File: config.mk
export PLATFORM = sky130hd
export DESIGN_NAME = alu_result_collector
export DESIGN_NICKNAME = d
export VERILOG_FILES = /design/src/rtl/alu_result_collector.sv
export SDC_FILE = /design/constraint.sdc
export NUM_CORES = 1
export LEC_CHECK = 0
export BUFFER_PORTS_ARGS = -buffer_cell sky130_fd_sc_hd__buf_2
export CAP_MARGIN = 10
export CORE_MARGIN = 3
export CORE_UTILIZATION = 55
export DETAILED_ROUTE_END_ITERATION = 7
export GPL_TIMING_DRIVEN = 0
export PLACE_DENSITY = 0.75
export SETUP_SLACK_MARGIN = 0.15
export SYNTH_ARGS = -nofsm -noshare
export SYNTH_HDL_FRONTEND = slang
export SYNTH_SLANG_ARGS = --single-unit
File: constraint.sdc
create_clock -name clk -period 5.8 [get_ports clk]
set_input_delay 0.58 -clock clk [delete_from_list [all_inputs] [get_ports clk]]
set_output_delay 0.58 -clock clk [all_outputs]
set_load 0.02 [all_outputs]
File: src/rtl/alu_result_collector.sv
// alu_result_collector: buffers ALU results in a FIFO and handles irq edge detection, acknowledge and statistics
module alu_result_collector #(
    parameter int DEPTH = 8,
    parameter int CNT_W = 8
) (
    input  logic                       clk,
    input  logic                       rst,
    input  logic                       capture_en,
    input  logic [7:0]                 alu_out,
    input  logic                       alu_irq,
    input  logic                       rd_en,
    output logic [8:0]                 rd_data,
    output logic                       rd_valid,
    output logic                       full,
    output logic                       empty,
    output logic [$clog2(DEPTH):0]     count,
    output logic                       overflow,
    output logic                       irq_pending,
    input  logic                       irq_ack,
    output logic                       irq_clear,
    output logic [CNT_W-1:0]           irq_count,
    input  logic                       clr_stats
);
    localparam int AW = $clog2(DEPTH);
    localparam int CW = AW + 1;

    typedef enum logic [1:0] {IDLE, PEND, CLR} irq_state_t;

    logic [8:0]    mem [DEPTH];
    logic [AW-1:0] wr_ptr, rd_ptr;
    logic          do_push, do_pop, alu_irq_d, irq_edge;
    irq_state_t    state, state_nxt;

    // A full FIFO still accepts a write when the same cycle frees a slot
    assign do_push  = capture_en & (~full | rd_en);
    assign do_pop   = rd_en & ~empty;
    assign full     = count == CW'(DEPTH);
    assign empty    = count == '0;
    assign irq_edge = alu_irq & ~alu_irq_d;

    always_ff @(posedge clk)
        if (do_push) mem[wr_ptr] <= {alu_irq, alu_out};

    always_ff @(posedge clk) begin
        if (rst) begin
            wr_ptr   <= '0;
            rd_ptr   <= '0;
            count    <= '0;
            rd_data  <= '0;
            rd_valid <= 1'b0;
            overflow <= 1'b0;
        end else begin
            wr_ptr   <= wr_ptr + AW'(do_push);
            rd_ptr   <= rd_ptr + AW'(do_pop);
            count    <= count + CW'(do_push) - CW'(do_pop);
            rd_valid <= do_pop;
            if (do_pop) rd_data <= mem[rd_ptr];
            overflow <= ~clr_stats & (overflow | (capture_en & full & ~rd_en));
        end
    end

    always_ff @(posedge clk) begin
        if (rst) begin
            alu_irq_d <= 1'b0;
            irq_count <= '0;
            state     <= IDLE;
        end else begin
            alu_irq_d <= alu_irq;
            irq_count <= clr_stats ? '0 : irq_count + CNT_W'(irq_edge & (irq_count != '1));
            state     <= state_nxt;
        end
    end

    always_comb begin
        state_nxt = IDLE;
        state_nxt = (state == IDLE) ? (irq_edge ? PEND : IDLE) :
                    (state == PEND) ? (irq_ack ? CLR : PEND) :
                                      (irq_edge ? PEND : IDLE);
    end

    assign irq_pending = state == PEND;
    assign irq_clear   = state == CLR;
endmodule

==> results of run 1 <==
sequential cells by signal, indices dropped and copies added, names as in the netlist:
register,cells
alu_irq_d,1
mem,72
rd_valid,1
wr_ptr,3
state,2
rd_ptr,3
rd_data,9
irq_count,8
count,4
overflow,1
area by class of cell:
cell class / count / area [um2]
well taps: 96 / 120.1
clock inverters: 7 / 78.83
plain buffers: 10 / 80.08
fillers: 526 / 2356
clock buffers: 9 / 123.9
inverters: 9 / 33.78
flip-flops and latches: 104 / 2803
multi-input cells: 151 / 1224
repair buffers: 40 / 200.2
placed cells by master, fill, tap and decap left out, types with 2 or more instances in the layout:
cell and n:
edfxtp_1 72, buf_2 43, mux2i_1 36, dfxtp_1 32, nor2_1 21, a22oi_1 18
ha_1 12, nor2b_1 10, inv_1 9, a32o_1 9, clkbuf_8 9, xor2_1 4
a21oi_1 4, xnor2_1 4, nand2b_1 3, nand2_1 3, nand3_1 3, clkinvlp_4 3
nor3_2 2, clkbuf_1 2, buf_6 2, buf_8 2, o21ai_0 2, or3_1 2
inv_6 2
critical path, stage by stage, from the launching register on:
cell and delay, ns:
dfxtp_1 0.32, inv_1 0.10, ha_1 0.17, nor4b_1 0.30, and2b_1 0.29, inv_1 0.08
ha_1 0.22, inv_1 0.06, ha_1 0.16, inv_1 0.05, fa_1 0.37, xor2_1 0.17
nor2_1 0.05
layer usage:
metal,vias up,wire length [um]
met5,-,0
met4,0,125
met3,11,434
met2,75,3812
met1,1142,3384
li1,1131,-
metrics by stage:
stage | power [uW] | hold WS [ns] | cell area [um2] | utilization [%] | setup WS (ns)
after floorplan | 1265 | 0.5344 | 4130 | - | 3.351
after global placement | 1384 | 0.4441 | 4451 | 63.40 | 3.068
after detailed placement | 1401 | 0.4501 | 4461 | 63.55 | 3.179
after CTS | 1849 | 0.4532 | 4663 | 66.43 | 3.340
after global routing | 1922 | 0.4603 | 4663 | 66.43 | 3.173
final | 1831 | 0.4660 | 4663 | 66.43 | 3.361
cells by family after synthesis:
family | Yosys count | synth area share, %
XOR/XNOR | 8 | 1.696
AO/OA/AOI/OAI | 34 | 6.362
adder cells (fa/ha/maj) | 13 | 4.120
buffers and inverters | 19 | 2.757
AND/OR/NAND/NOR | 59 | 8.210
flip-flops | 104 | 67.86
multiplexers | 37 | 8.997
power by group:
| group | leakage [uW] | switching, uW | internal, uW |
|---|---|---|---|
| Combinational | 0.000702 | 276 | 210 |
| Sequential | 0.000915 | 35.1 | 858 |
| Clock | 0.0000925 | 249 | 203 |
worst max-delay path by stage:
stage | startpoint | end | slack (ns) | cells after the start
finish | count[2] | count[2] | 3.36 | 12
global route | count[2] | count[2] | 3.17 | 12
CTS | count[2] | count[2] | 3.34 | 12
detailed placement | rd_en | count[2] | 3.18 | 11
global placement | rd_en | mem[0][6] | 3.07 | 5
floorplan | count[2] | count[2] | 3.35 | 11
==> run summary, run 1 <==
Required @ worst endpoint: 6.04 ns
Max Fanout on Critical Path: 4
top post-synthesis cells by area: edfxtp_1, dfxtp_1, mux2i_1
ys async rst share: 0%
R2R setup slack: 3.36 ns
H-tree Lvls: 3
CTS Buf Count: 9
GRT Max-Usage Layer: met2
io pins: 42
count leader, synth: edfxtp_1
hold_sp: capture_en
DR WL/cell: 18.21 um
EDFF count, synth: 72
Clock Sinks: 104
Die H: 92.66 um
Setup violations, final: 0
Post-Synthesis Cells: 274
status: complete, no violations
Synth top area share: 52.35%
startpoint types: flip-flop
fin crit period: 2.439 ns
hold path cells: 3
pin count of the biggest net entering global routing: 19
layout cells sized above 1: 22.73%
Initial DRC Count: 133
met1 Resource Use GR: 25.30%
Hold Fails Final Rpt: 0
GRT Total Usage: 19.69%
Critical Path AT: 2.68 ns
nets@finish: 353
Buffers on Ports: 40
f_max: 410.0 MHz
CTS max path bufs: 2
initial core utilization: 58.84%
Worst VDD drop: 0.0002898 V
Max-Cap Viols: 0
initial antenna violation count: 0
Clk pin slew, worst setup/hold paths: 0.10 ns
DRT Pass-1 Iters: 4
syn nets: 302
top post-synthesis cells by count: edfxtp_1, mux2i_1, dfxtp_1
TNS Setup: 0 ns
CTS tree: built
ys flop type: edfxtp_1
hold_buf cts: 0
DIE WIDTH: 92.66 um
RSZ-0062 raised after global routing: false
Syn Area/Cell: 15.07 um2
crit path capture type: flip-flop
Site Rows: 30
clock root buffer: clkbuf_8
met2 GRT Util: 32.21%
Hold Path Class: in -> reg
Placer Congestion: 0.7004
vias in the first global route: 2,416
core area: 7019 um2
reg2reg start: count[2]
reg-to-reg endpoint: count[2]
Antenna Nets Post-Route: 0
DRC viols: 0
Max-slew headroom: 29.85%
Placed Instances: 410
post_cts resized: 0
area leader, netlist: edfxtp_1
Synth-to-Final Area Change: 12.91%
met3 usage: 4.712%
Routed Wire Length: 7757 um
leakage power: 0.001710 uW
worst r2r path cells: 12
Worst Hold Endpoint: overflow
worst-margin pin slew: 1.048 ns
Pwr Density: 392.7 nW/um2
number of synthesized register bits: 104
Non-Filler Instances: 426
fin crit share: 42.05%
Post-DP HPWL: 5029 um
vias after detailed routing: 2,359
post-synthesis sequential area ratio: 67.86%
total congestion overflow: 0
first-pass GRT wire length: 12,530 um
Ys Warns: 0
clock skew: 0.008693 ns
later-pin clock latency in the skew report: 0.37 ns
Vias/cell: 5.538
Synth cell types: 41
setup bufs post-CTS: 0
Setup Crit Path Kind: reg -> reg
die area: 8585 um2
Cell Area, Synth: 4130 um2
Inserted Diodes: 0
Pins Over Slew Limit: 0
Power figures use the tool's default switching activity.
==> inputs of run 2 (changes only) <==
- ABC_AREA: not set -> 1
- clock period: 5.8 -> 2.5 ns (I/O delays scaled with it)
==> run 2 against run 1 <==
Synthesized area up 8.8%. Sequential share of layout area shrank 4.0 points. Combinational power rose to 2.9 times the previous value. Setup slack got worse by 3.1 ns. Critical endpoint unchanged.
==> run summary, run 2 <==
status: complete, no violations
Pins Over Slew Limit: 0
Die H: 96.37 um
reg2reg start: count[2]
nets@finish: 541
fin util: 64.02%
Max Fanout on Critical Path: 11
Cell Area, Synth: 4492 um2
Worst Hold Endpoint: rd_data[8]
Site Rows: 32
Ys Warns: 0
initial core utilization: 57.53%
later-pin clock latency in the skew report: 0.36 ns
startpoint types: flip-flop
Setup violations, final: 0
initial antenna violation count: 0
Hold Fails Final Rpt: 0
clock root buffer: clkbuf_8
worst-margin pin slew: 1.095 ns
f_max: 451.1 MHz
ys flop type: edfxtp_1
Max-Cap Viols: 0
first-pass GRT wire length: 14,370 um
Synth top area share: 48.13%
fillers: 641
clock skew: 0.01109 ns
EDFF count, synth: 72
total congestion overflow: 0
DIE WIDTH: 96.37 um
die area: 9287 um2
top post-synthesis cells by count: nand2_1, inv_1, edfxtp_1
max FFs per register: 72
hold_sp: rst
R2R setup slack: 0.28 ns
Synth cell types: 29
Clock Sinks: 104
io pins: 42
reg-to-reg endpoint: count[2]
worst r2r path cells: 13
DR WL/cell: 15.06 um
fin crit period: 2.217 ns
DRT Pass-1 Iters: 5
Pwr Density: 880.7 nW/um2
DRC viols: 0
most frequent cells in the layout: nand2_1, inv_1, edfxtp_1
Vias/cell: 5.181
syn nets: 489
Hold Path Class: in -> reg
core area: 7807 um2
Syn Area/Cell: 9.744 um2
ys async rst share: 0%
Max-slew headroom: 26.76%
crit path capture type: flip-flop
number of synthesized register bits: 104
most common cell after layout, fill and taps aside: nand2_1
Inserted Diodes: 0
Critical Path AT: 2.46 ns
Post-DP HPWL: 6032 um
CTS tree: built
post-synthesis sequential area ratio: 62.40%
Synth-to-Final Area Change: 11.28%
cells along the critical path: inv_1 -> ha_1 -> inv_1 -> nor2_4 -> nor2_2 -> buf_6 -> ha_1 -> inv_1 -> ha_1 -> inv_1 -> fa_1 -> xor2_1 -> nor2_1
fin crit share: 88.68%
most used cell, CP: inv_1
vias in the first global route: 2,880
power after layout: 4402 uW
Fin Hold WS: 0.1096 ns
Clk pin slew, worst setup/hold paths: 0.10 ns
Routed Wire Length: 9339 um
most flop-heavy register: mem
top post-synthesis cells by area: edfxtp_1, dfxtp_1, nand2_1
Post-Synthesis Cells: 461
TNS Setup: 0 ns
CTS Buf Count: 9
hold_buf cts: 0
CTS max path bufs: 2
layout cells sized above 1: 15.83%
Buffers on Ports: 41
GRT Total Usage: 21.39%
Initial DRC Count: 220
H-tree Lvls: 3
Antenna Nets Post-Route: 0
Placer Congestion: 0.7705
vias after detailed routing: 3,212
Worst path max stage delay: 0.37 ns
Worst VDD drop: 0.0003850 V
largest registers: mem: 72 flops, rd_data: 9 flops, irq_count: 8 flops
Required @ worst endpoint: 2.74 ns
slowest CP cell: fa_1
area leader, netlist: edfxtp_1
pin count of the biggest net entering global routing: 17
hold path cells: 2
RSZ-0062 raised after global routing: false
count leader, synth: nand2_1
leakage power: 0.002213 uW
Setup Crit Path Kind: reg -> reg
==> run 2: cell count changes after synthesis, moves of 5 or more <==
cell,previous run,this run
nand2_1,3,117
inv_1,9,83
nand3_1,3,56
mux2i_1,36,0
a22oi_1,18,0
a21oi_1,4,16
nor2_1,21,32
nor2b_1,10,0
a32o_1,9,0
buf_6,2,7
==> run 2: kinds of logic (layout without fill, tap and decap cells) <==
kind of cell,after synthesis,after routing,share of synthesized area [%]
AND/OR/NAND/NOR,219,219,20.92
AO/OA/AOI/OAI,20,20,2.284
buffers and inverters,102,159,10.03
XOR/XNOR,3,3,0.5851
adder cells (fa/ha/maj),13,13,3.788
flip-flops,104,104,62.40
==> run 2: final cells by class <==
cell class	instances	area (um2)	area share [%]
timing repair buffer	41	205.2	4.105
multi-input combinational	255	1249	24.98
inverter	88	336.6	6.733
sequential	104	2803	56.07
buffer	14	113.9	2.278
tap	102	127.6	2.553
clock inverter	6	36.28	0.7259
clock buffer	10	127.6	2.553
==> run 2: metrics by stage <==
stage               cells  cell area [um2]  setup slack [ns]
CTS                   620             4989            0.2040
detailed placement    604             4825            0.2198
global route          620             4999            0.1500
finish                620             4999            0.2831
global placement      604             4825            0.2437
floorplan             461             4492            0.2331
==> run 2: layer usage <==
metal | track usage [%] | vias up | part of all wire (%)
met1 | 28.43 | 1485 | 41
met5 | 0 | - | 0
met4 | 8.879 | 0 | 2.8
met3 | 3.253 | 28 | 7.6
met2 | 35.25 | 134 | 49
li1 | - | 1565 | -
==> run 2: worst max-delay path, delay by kind of cell, from the launching register on <==
| kind | cells | cell delay, ns |
|---|---|---|
| xor gates and xnor gates | 1 | 0.17 |
| adders and majority gates | 4 | 0.92 |
| buffers and inverters | 5 | 0.45 |
| DFF | 1 | 0.33 |
| and+or+nand+nor | 3 | 0.23 |
==> run 2: power breakdown <==
group	total [uW]	switching, uW	internal, uW
clock	912	556	356
sequential	2060	67.0	1990
combinational	1430	937	495
total	4400	1560	2840
==> run 2: timing repair <==
item                                    in CTS  in global routing
endpoints found under the setup margin       0                 19
hold endpoints to repair                     0                  0
buffers inserted                             0                  0
gates resized for setup                      0                  3
==> run 2: worst max-delay path by stage <==
stage          depth (start not counted)         to      from  slack (ns)
2_1_floorplan                         13   count[2]  count[2]        0.23
3_3_place_gp                           8  mem[6][6]  count[2]        0.24
3_5_place_dp                           8  mem[6][6]  count[2]        0.22
4_1_cts                                8  mem[6][4]  count[2]        0.20
5_1_grt                                9  mem[1][8]  count[2]        0.15
6_report                              13   count[2]  count[2]        0.28
